## src/rtl/cipher_pkg.sv

```systemverilog
// cipher_pkg: shared types and letter classification for the key scheduler and encryption stage.
// Rev 1.0
`default_nettype none

package cipher_pkg;

    localparam int SHIFT_W         = 5;
    localparam int ALPHA           = 26;
    localparam int KEY_MAX_DEFAULT = 16;

    typedef enum logic [1:0] {
        ST_IDLE = 2'd0,
        ST_LOAD = 2'd1,
        ST_RUN  = 2'd2
    } state_t;

    typedef struct packed {
        logic               is_letter;
        logic [SHIFT_W-1:0] offset;
    } letter_t;

    // Case-insensitive alphabet position; offset is 0 for non-letters.
    function automatic letter_t classify_letter(input logic [7:0] c);
        letter_t    r;
        logic [7:0] d;
        r = '0;
        d = 8'h00;
        if (c >= 8'h41 && c <= 8'h5A) begin
            r.is_letter = 1'b1;
            d           = c - 8'h41;
        end else if (c >= 8'h61 && c <= 8'h7A) begin
            r.is_letter = 1'b1;
            d           = c - 8'h61;
        end
        r.offset = d[SHIFT_W-1:0];
        return r;
    endfunction

endpackage

`default_nettype wire

```

## src/rtl/key_store.sv

```systemverilog
// key_store: key letter register file, one write port and one asynchronous read port.
// Rev 1.0
`default_nettype none

module key_store
    import cipher_pkg::*;
#(
    parameter int DEPTH = KEY_MAX_DEFAULT,
    parameter int AW    = (DEPTH > 1) ? $clog2(DEPTH) : 1
) (
    input  logic               clk_i,
    input  logic               we_i,
    input  logic [AW-1:0]      waddr_i,
    input  logic [SHIFT_W-1:0] wdata_i,
    input  logic [AW-1:0]      raddr_i,
    output logic [SHIFT_W-1:0] rdata_o
);

    // Contents are only read below the current key length, so no reset is needed.
    logic [SHIFT_W-1:0] mem_q [DEPTH];

    always_ff @(posedge clk_i) begin
        if (we_i) begin
            mem_q[waddr_i] <= wdata_i;
        end
    end

    assign rdata_o = mem_q[raddr_i];

endmodule

`default_nettype wire

```

## src/rtl/key_scheduler.sv

```systemverilog
// key_scheduler: loads a Vigenere key and tags each streamed byte with its per-letter shift.
// Rev 1.0
`default_nettype none

module key_scheduler
    import cipher_pkg::*;
#(
    parameter int N       = 8,
    parameter int KEY_MAX = KEY_MAX_DEFAULT
) (
    input  logic               clock,
    input  logic               rst,
    input  logic               key_clr,
    input  logic               key_wr,
    input  logic [7:0]         key_char,
    input  logic               key_done,
    input  logic [1:0]         mode,
    input  logic               din_valid,
    input  logic [N-1:0]       din,
    output logic               din_ready,
    output logic               en,
    output logic [N-1:0]       dout,
    output logic [SHIFT_W-1:0] shift,
    output logic [1:0]         direction,
    output logic               key_err,
    output logic               run
);

    localparam int AW = (KEY_MAX > 1) ? $clog2(KEY_MAX) : 1;
    localparam int LW = $clog2(KEY_MAX + 1);

    state_t             state_q;
    logic [LW-1:0]      len_q;
    logic [LW-1:0]      len_d;
    logic [AW-1:0]      idx_q;
    logic               key_err_q;
    logic [1:0]         direction_q;
    logic               en_q;
    logic [N-1:0]       dout_q;
    logic [SHIFT_W-1:0] shift_q;
    logic               run_q;

    letter_t            key_cls;
    letter_t            din_cls;
    logic               wr_attempt;
    logic               wr_ok;
    logic               accept;
    logic               idx_last;
    logic [AW-1:0]      wr_addr;
    logic [SHIFT_W-1:0] ks_rdata;

    assign key_cls    = classify_letter(key_char);
    assign din_cls    = classify_letter(8'(din));
    assign wr_attempt = (state_q == ST_LOAD) && key_wr && !key_clr;
    assign wr_ok      = wr_attempt && key_cls.is_letter && (len_q < LW'(KEY_MAX));
    // Length including a write landing this cycle, so key_wr+key_done can complete a key.
    assign len_d      = len_q + LW'(wr_ok);
    assign wr_addr    = AW'(len_q);
    assign din_ready  = (state_q == ST_RUN) && !key_clr;
    assign accept     = din_valid && din_ready;
    assign idx_last   = (LW'(idx_q) == (len_q - LW'(1)));

    key_store #(
        .DEPTH (KEY_MAX),
        .AW    (AW)
    ) u_key_store (
        .clk_i   (clock),
        .we_i    (wr_ok),
        .waddr_i (wr_addr),
        .wdata_i (key_cls.offset),
        .raddr_i (idx_q),
        .rdata_o (ks_rdata)
    );

    always_ff @(posedge clock or negedge rst) begin
        if (!rst) begin
            state_q     <= ST_IDLE;
            len_q       <= '0;
            idx_q       <= '0;
            key_err_q   <= 1'b0;
            direction_q <= 2'b00;
            en_q        <= 1'b0;
            dout_q      <= '0;
            shift_q     <= '0;
            run_q       <= 1'b0;
        end else begin
            en_q <= 1'b0;
            if (key_clr) begin
                state_q   <= ST_LOAD;
                len_q     <= '0;
                idx_q     <= '0;
                key_err_q <= 1'b0;
                run_q     <= 1'b0;
            end else begin
                case (state_q)
                    ST_IDLE: begin
                        run_q <= 1'b0;
                    end
                    ST_LOAD: begin
                        len_q <= len_d;
                        if (wr_attempt && !wr_ok) begin
                            key_err_q <= 1'b1;
                        end
                        if (key_done) begin
                            if (len_d != '0) begin
                                state_q     <= ST_RUN;
                                run_q       <= 1'b1;
                                direction_q <= mode;
                            end else begin
                                key_err_q <= 1'b1;
                            end
                        end
                    end
                    ST_RUN: begin
                        if (accept) begin
                            en_q   <= 1'b1;
                            dout_q <= din;
                            if (din_cls.is_letter) begin
                                shift_q <= ks_rdata;
                                idx_q   <= idx_last ? '0 : idx_q + AW'(1);
                            end else begin
                                shift_q <= '0;
                            end
                        end
                    end
                    default: begin
                        state_q <= ST_IDLE;
                        run_q   <= 1'b0;
                    end
                endcase
            end
        end
    end

    assign en        = en_q;
    assign dout      = dout_q;
    assign shift     = shift_q;
    assign direction = direction_q;
    assign key_err   = key_err_q;
    assign run       = run_q;

endmodule

`default_nettype wire

```

## config.mk

```make
export PLATFORM = sky130hd
export DESIGN_NAME = key_scheduler
export DESIGN_NICKNAME = d
export VERILOG_FILES = /design/src/rtl/cipher_pkg.sv /design/src/rtl/key_store.sv /design/src/rtl/key_scheduler.sv
export SDC_FILE = /design/constraint.sdc
export NUM_CORES = 1
export LEC_CHECK = 0
export ABC_AREA = 1
export CORE_MARGIN = 2
export CORE_UTILIZATION = 25
export CTS_BUF_LIST = sky130_fd_sc_hd__clkbuf_8
export CTS_CLUSTER_SIZE = 28
export DETAILED_ROUTE_END_ITERATION = 12
export PLACE_DENSITY = 0.45
export SLEW_MARGIN = 20
export SYNTH_ARGS = -nofsm -noshare
export SYNTH_HDL_FRONTEND = slang
export SYNTH_SLANG_ARGS = --single-unit
```

## constraint.sdc

```tcl
create_clock -name clock -period 4 [get_ports clock]
set_clock_uncertainty 0.1 [all_clocks]
set_input_delay 1 -clock clock [delete_from_list [all_inputs] [get_ports clock]]
set_output_delay 1 -clock clock [all_outputs]
set_load 0.05 [all_outputs]
```

==> results of run 1 <==
[cell families after synthesis]
logic type	after synthesis
buf+inv	60
fa+ha+maj	11
flops	109
xor+xnor	9
simple gates	294
compound gates	20
[tightest hold or removal path: cells and delay by family (launching register included)]
kind,cells,cell delay (ps)
DFF,1,360
and+or+nand+nor,2,100
[sequential cells by signal (all words and copies together), names as in the netlist, 2 cells and up]
name / flops
shift: 5
idx_q: 4
dout: 8
direction: 2
state_q: 2
u_key_store.mem_q: 80
len_q: 5
[worst max-delay path by stage]
| stage | to | slack, ps | cells past startpoint | startpoint |
|---|---|---|---|---|
| after floorplan | direction[0]$_DFFE_PN0P_ | 1150 | 16 | key_char[0] |
| final | din_ready | 410 | 3 | key_clr |
| after global routing | din_ready | 360 | 3 | key_clr |
| after global placement | din_ready | 420 | 3 | key_clr |
| after CTS | din_ready | 400 | 3 | key_clr |
| after detailed placement | direction[1]$_DFFE_PN0P_ | 390 | 18 | key_char[0] |
[placed cells by master (no fill, tap or decap), types with 2 or more instances in the layout]
master and count:
ha_1 11, inv_1 32, buf_4 8, a21oi_1 2, edfxtp_1 80, nor2_1 39
o22ai_1 4, clkdlybuf4s50_1 42, nor2_2 5, inv_2 6, clkbuf_8 9, o21ai_1 6
dfrtp_1 29, o21ai_0 5, nand4_1 2, clkinv_2 3, inv_4 3, nand3_1 82
xor2_1 7, xnor2_1 2, bufinv_16 2, nand2_4 5, nand2_1 155
[final cells by class]
type / instances / share of cell area
clock inverters: 7 / 0.01469
clock buffers: 9 / 0.02078
flip-flops and latches: 109 / 0.5247
inverters: 41 / 0.02707
well taps: 270 / 0.05666
multi-input cells: 334 / 0.2756
repair buffers: 50 / 0.08059
[through the flow]
| step | utilization | cells | worst slack, ps |
|---|---|---|---|
| 2_1_floorplan | - | 503 | 1147 |
| 3_3_place_gp | 0.2860 | 804 | 424.0 |
| 3_5_place_dp | 0.2860 | 804 | 389.5 |
| 4_1_cts | 0.2966 | 820 | 403.6 |
| 5_1_grt | 0.2966 | 820 | 360.8 |
| 6_report | 0.2966 | 820 | 408.1 |
[where the power goes]
group / internal, mW / switching (mW)
registers: 1.23 / 0.0137
clock network: 0.350 / 0.371
logic: 0.0804 / 0.143
[metal layers]
| layer | up-vias | global-route usage | routed length (µm) |
|---|---|---|---|
| met2 | 63 | 0.1868 | 5561 |
| met4 | 0 | 0.05680 | 222 |
| met3 | 14 | 0.01813 | 402 |
| met5 | - | 0 | 0 |
| li1 | 1750 | - | - |
| met1 | 1642 | 0.1520 | 5447 |
==> run_results.csv, run 1 <==
group,metric,value,unit
yosys,yosysMostFrequentCell,"nand2_1",
critical_path,path_common_cell,"clkdlybuf4s50_1",
placement,gp_routability_congestion,0.7634,
yosys,synth_warnings,0,
power_and_ir_drop,peakVddDrop,131.1,µV
critical_path,ff2ff_path_depth,15,
die,coreArea,20100,µm²
clocking,cts_root_buffer,"clkbuf_8",
power_and_ir_drop,cellPowerDensity,367.8,nW/µm²
yosys,yosys-top-cells-count,"nand2_1 (155), nand3_1 (82), edfxtp_1 (80), nor2_1 (39), inv_1 (32)",
global_route,grtUsageTotal,0.1157,
sta,drv_slew,0,
critical_path,crit_type,"primary input to output port",
yosys,seq_area_frac_synth,0.6162,
sta,hold-worst-slack,385.4,ps
cells_and_area,fillers,2096,
yosys,syn_area,5076,µm²
clocking,cts_max_level,3,
sta,hold_violations,0,
yosys,syn_avg_cell_area,10.09,µm²
yosys,yosysTopAreaCell,"edfxtp_1",
die,die_h,146.5,µm
clocking,cts_tree,"built",
yosys,synth_edf_count,80,
clocking,ctsResizeCount,0,
yosys,synth_top_flop_cell,"edfxtp_1",
yosys,synthSimpleGateAreaFrac,0.2588,
clocking,post-cts-setup-buffer-count,0,
yosys,syn-num-nets,538,
cells_and_area,diodes,0,
critical_path,cp_num_buf_inv,2,
cells_and_area,final_area,5962,µm²
sta,grt_setup_unrepaired,"no",
cells_and_area,nets,580,
worst_hold_path,hold_path.class,"register to register",
critical_path,crit_chain,"clkdlybuf4s50_1, nor2_2, clkdlybuf4s50_1",
sta,tightest_slew,592.8,ps
placement,placed_cell_area,5751,µm²
sta,max_slew_margin,0.6048,
sta,fin_crit,3592,ps
power_and_ir_drop,p_leak,2.476,nW
clocking,clockBufferDepth,2,
clocking,cts_made_buffers,9,
route,post_drt_via_cell_ratio,4.230,
yosys,synth_top_area_frac,0.4733,
route,firstDrtPassIters,4,
critical_path,crit_arrival,2490,ps
global_route,antenna_found_initial,0,
yosys,synth_xor_area_frac,0.01553,
yosys,synthMuxAreaShare,0,
route,wirelength,11.63,mm
critical_path,timing.rr.start,"state_q[1]$_DFFE_PN0P_",
worst_hold_path,hold_start,"dout[2]$_DFFE_PN0P_",
clocking,clk_pin_slew,100,ps
cells_and_area,area_growth_syn_to_layout,17.45,%
cells_and_area,regArea,3128,µm²
cells_and_area,multi_input_area,1643,µm²
die,rows,52,
yosys,synth-async-reset-ratio,0.2661,
critical_path,reg2reg_slack,1640,ps
critical_path,cp_max_fo,4,
yosys,synth_cell_type_count,32,
route,post_drt_wl_per_cell,14.19,µm
die,ios,43,
run_status,status,"finished, final reports clean",
die,chipWidth,146.5,µm
critical_path,cp_top_family,"buffers and inverters",
global_route,grt_max_degree,41,
sta,period_share,0.8980,
cells_and_area,drive_above_1_share,0.08727,
route,vias,3469,
critical_path,worst_setup_path_end_kind,"output port",
sta,setup_tns,0,ps
power_and_ir_drop,fin_total_pwr,2.193,mW
sta,max_freq,278.4,MHz
yosys,synth_compound_area_frac,0.02218,
run,maxCapViolations,0,
yosys,synth_top_family_by_area,"simple AND/OR/NAND/NOR gates",
critical_path,r2r-end,"direction[1]$_DFFE_PN0P_",
die,start_util,0.2525,
clocking,insertion_delay,380,ps
sta,finalSetupViolCount,0,
critical_path,startpoint_type,"primary input",
clocking,ctsHoldBuffers,0,
route,drc,0,
placement,hpwl,8.107,mm
global_route,gr-total-overflow,0,
global_route,grt_pass1_wl,19.20,mm
worst_hold_path,whs_path_depth,2,
clocking,clock-sinks,109,
yosys,synth-seq-cells,109,
route,drtIter0Drc,257,
yosys,syn-instance-count,503,
critical_path,critPathMaxStageDelay,810,ps
route,drtAntennaViolNets,0,
placement,port_buffers,42,
worst_hold_path,hold_end,"dout[2]$_DFFE_PN0P_",
die,dieArea,21460,µm²
yosys,synthAdderAreaFrac,0.02711,
yosys,synth_area_leaders,"edfxtp_1 (47%), dfrtp_1 (14%), nand2_1 (11%)",
global_route,first_global_vias,3479,
critical_path,crit_required,2900,ps
critical_path,cpMaxStageDelayCell,"clkdlybuf4s50_1",
No activity file was read; power rests on OpenSTA's default activity.
==> run 2: changes to the inputs <==
- SLEW_MARGIN: 20 -> 25
==> results of run 2 <==
Final layout, timing and power as in run 1 (identical DEF).
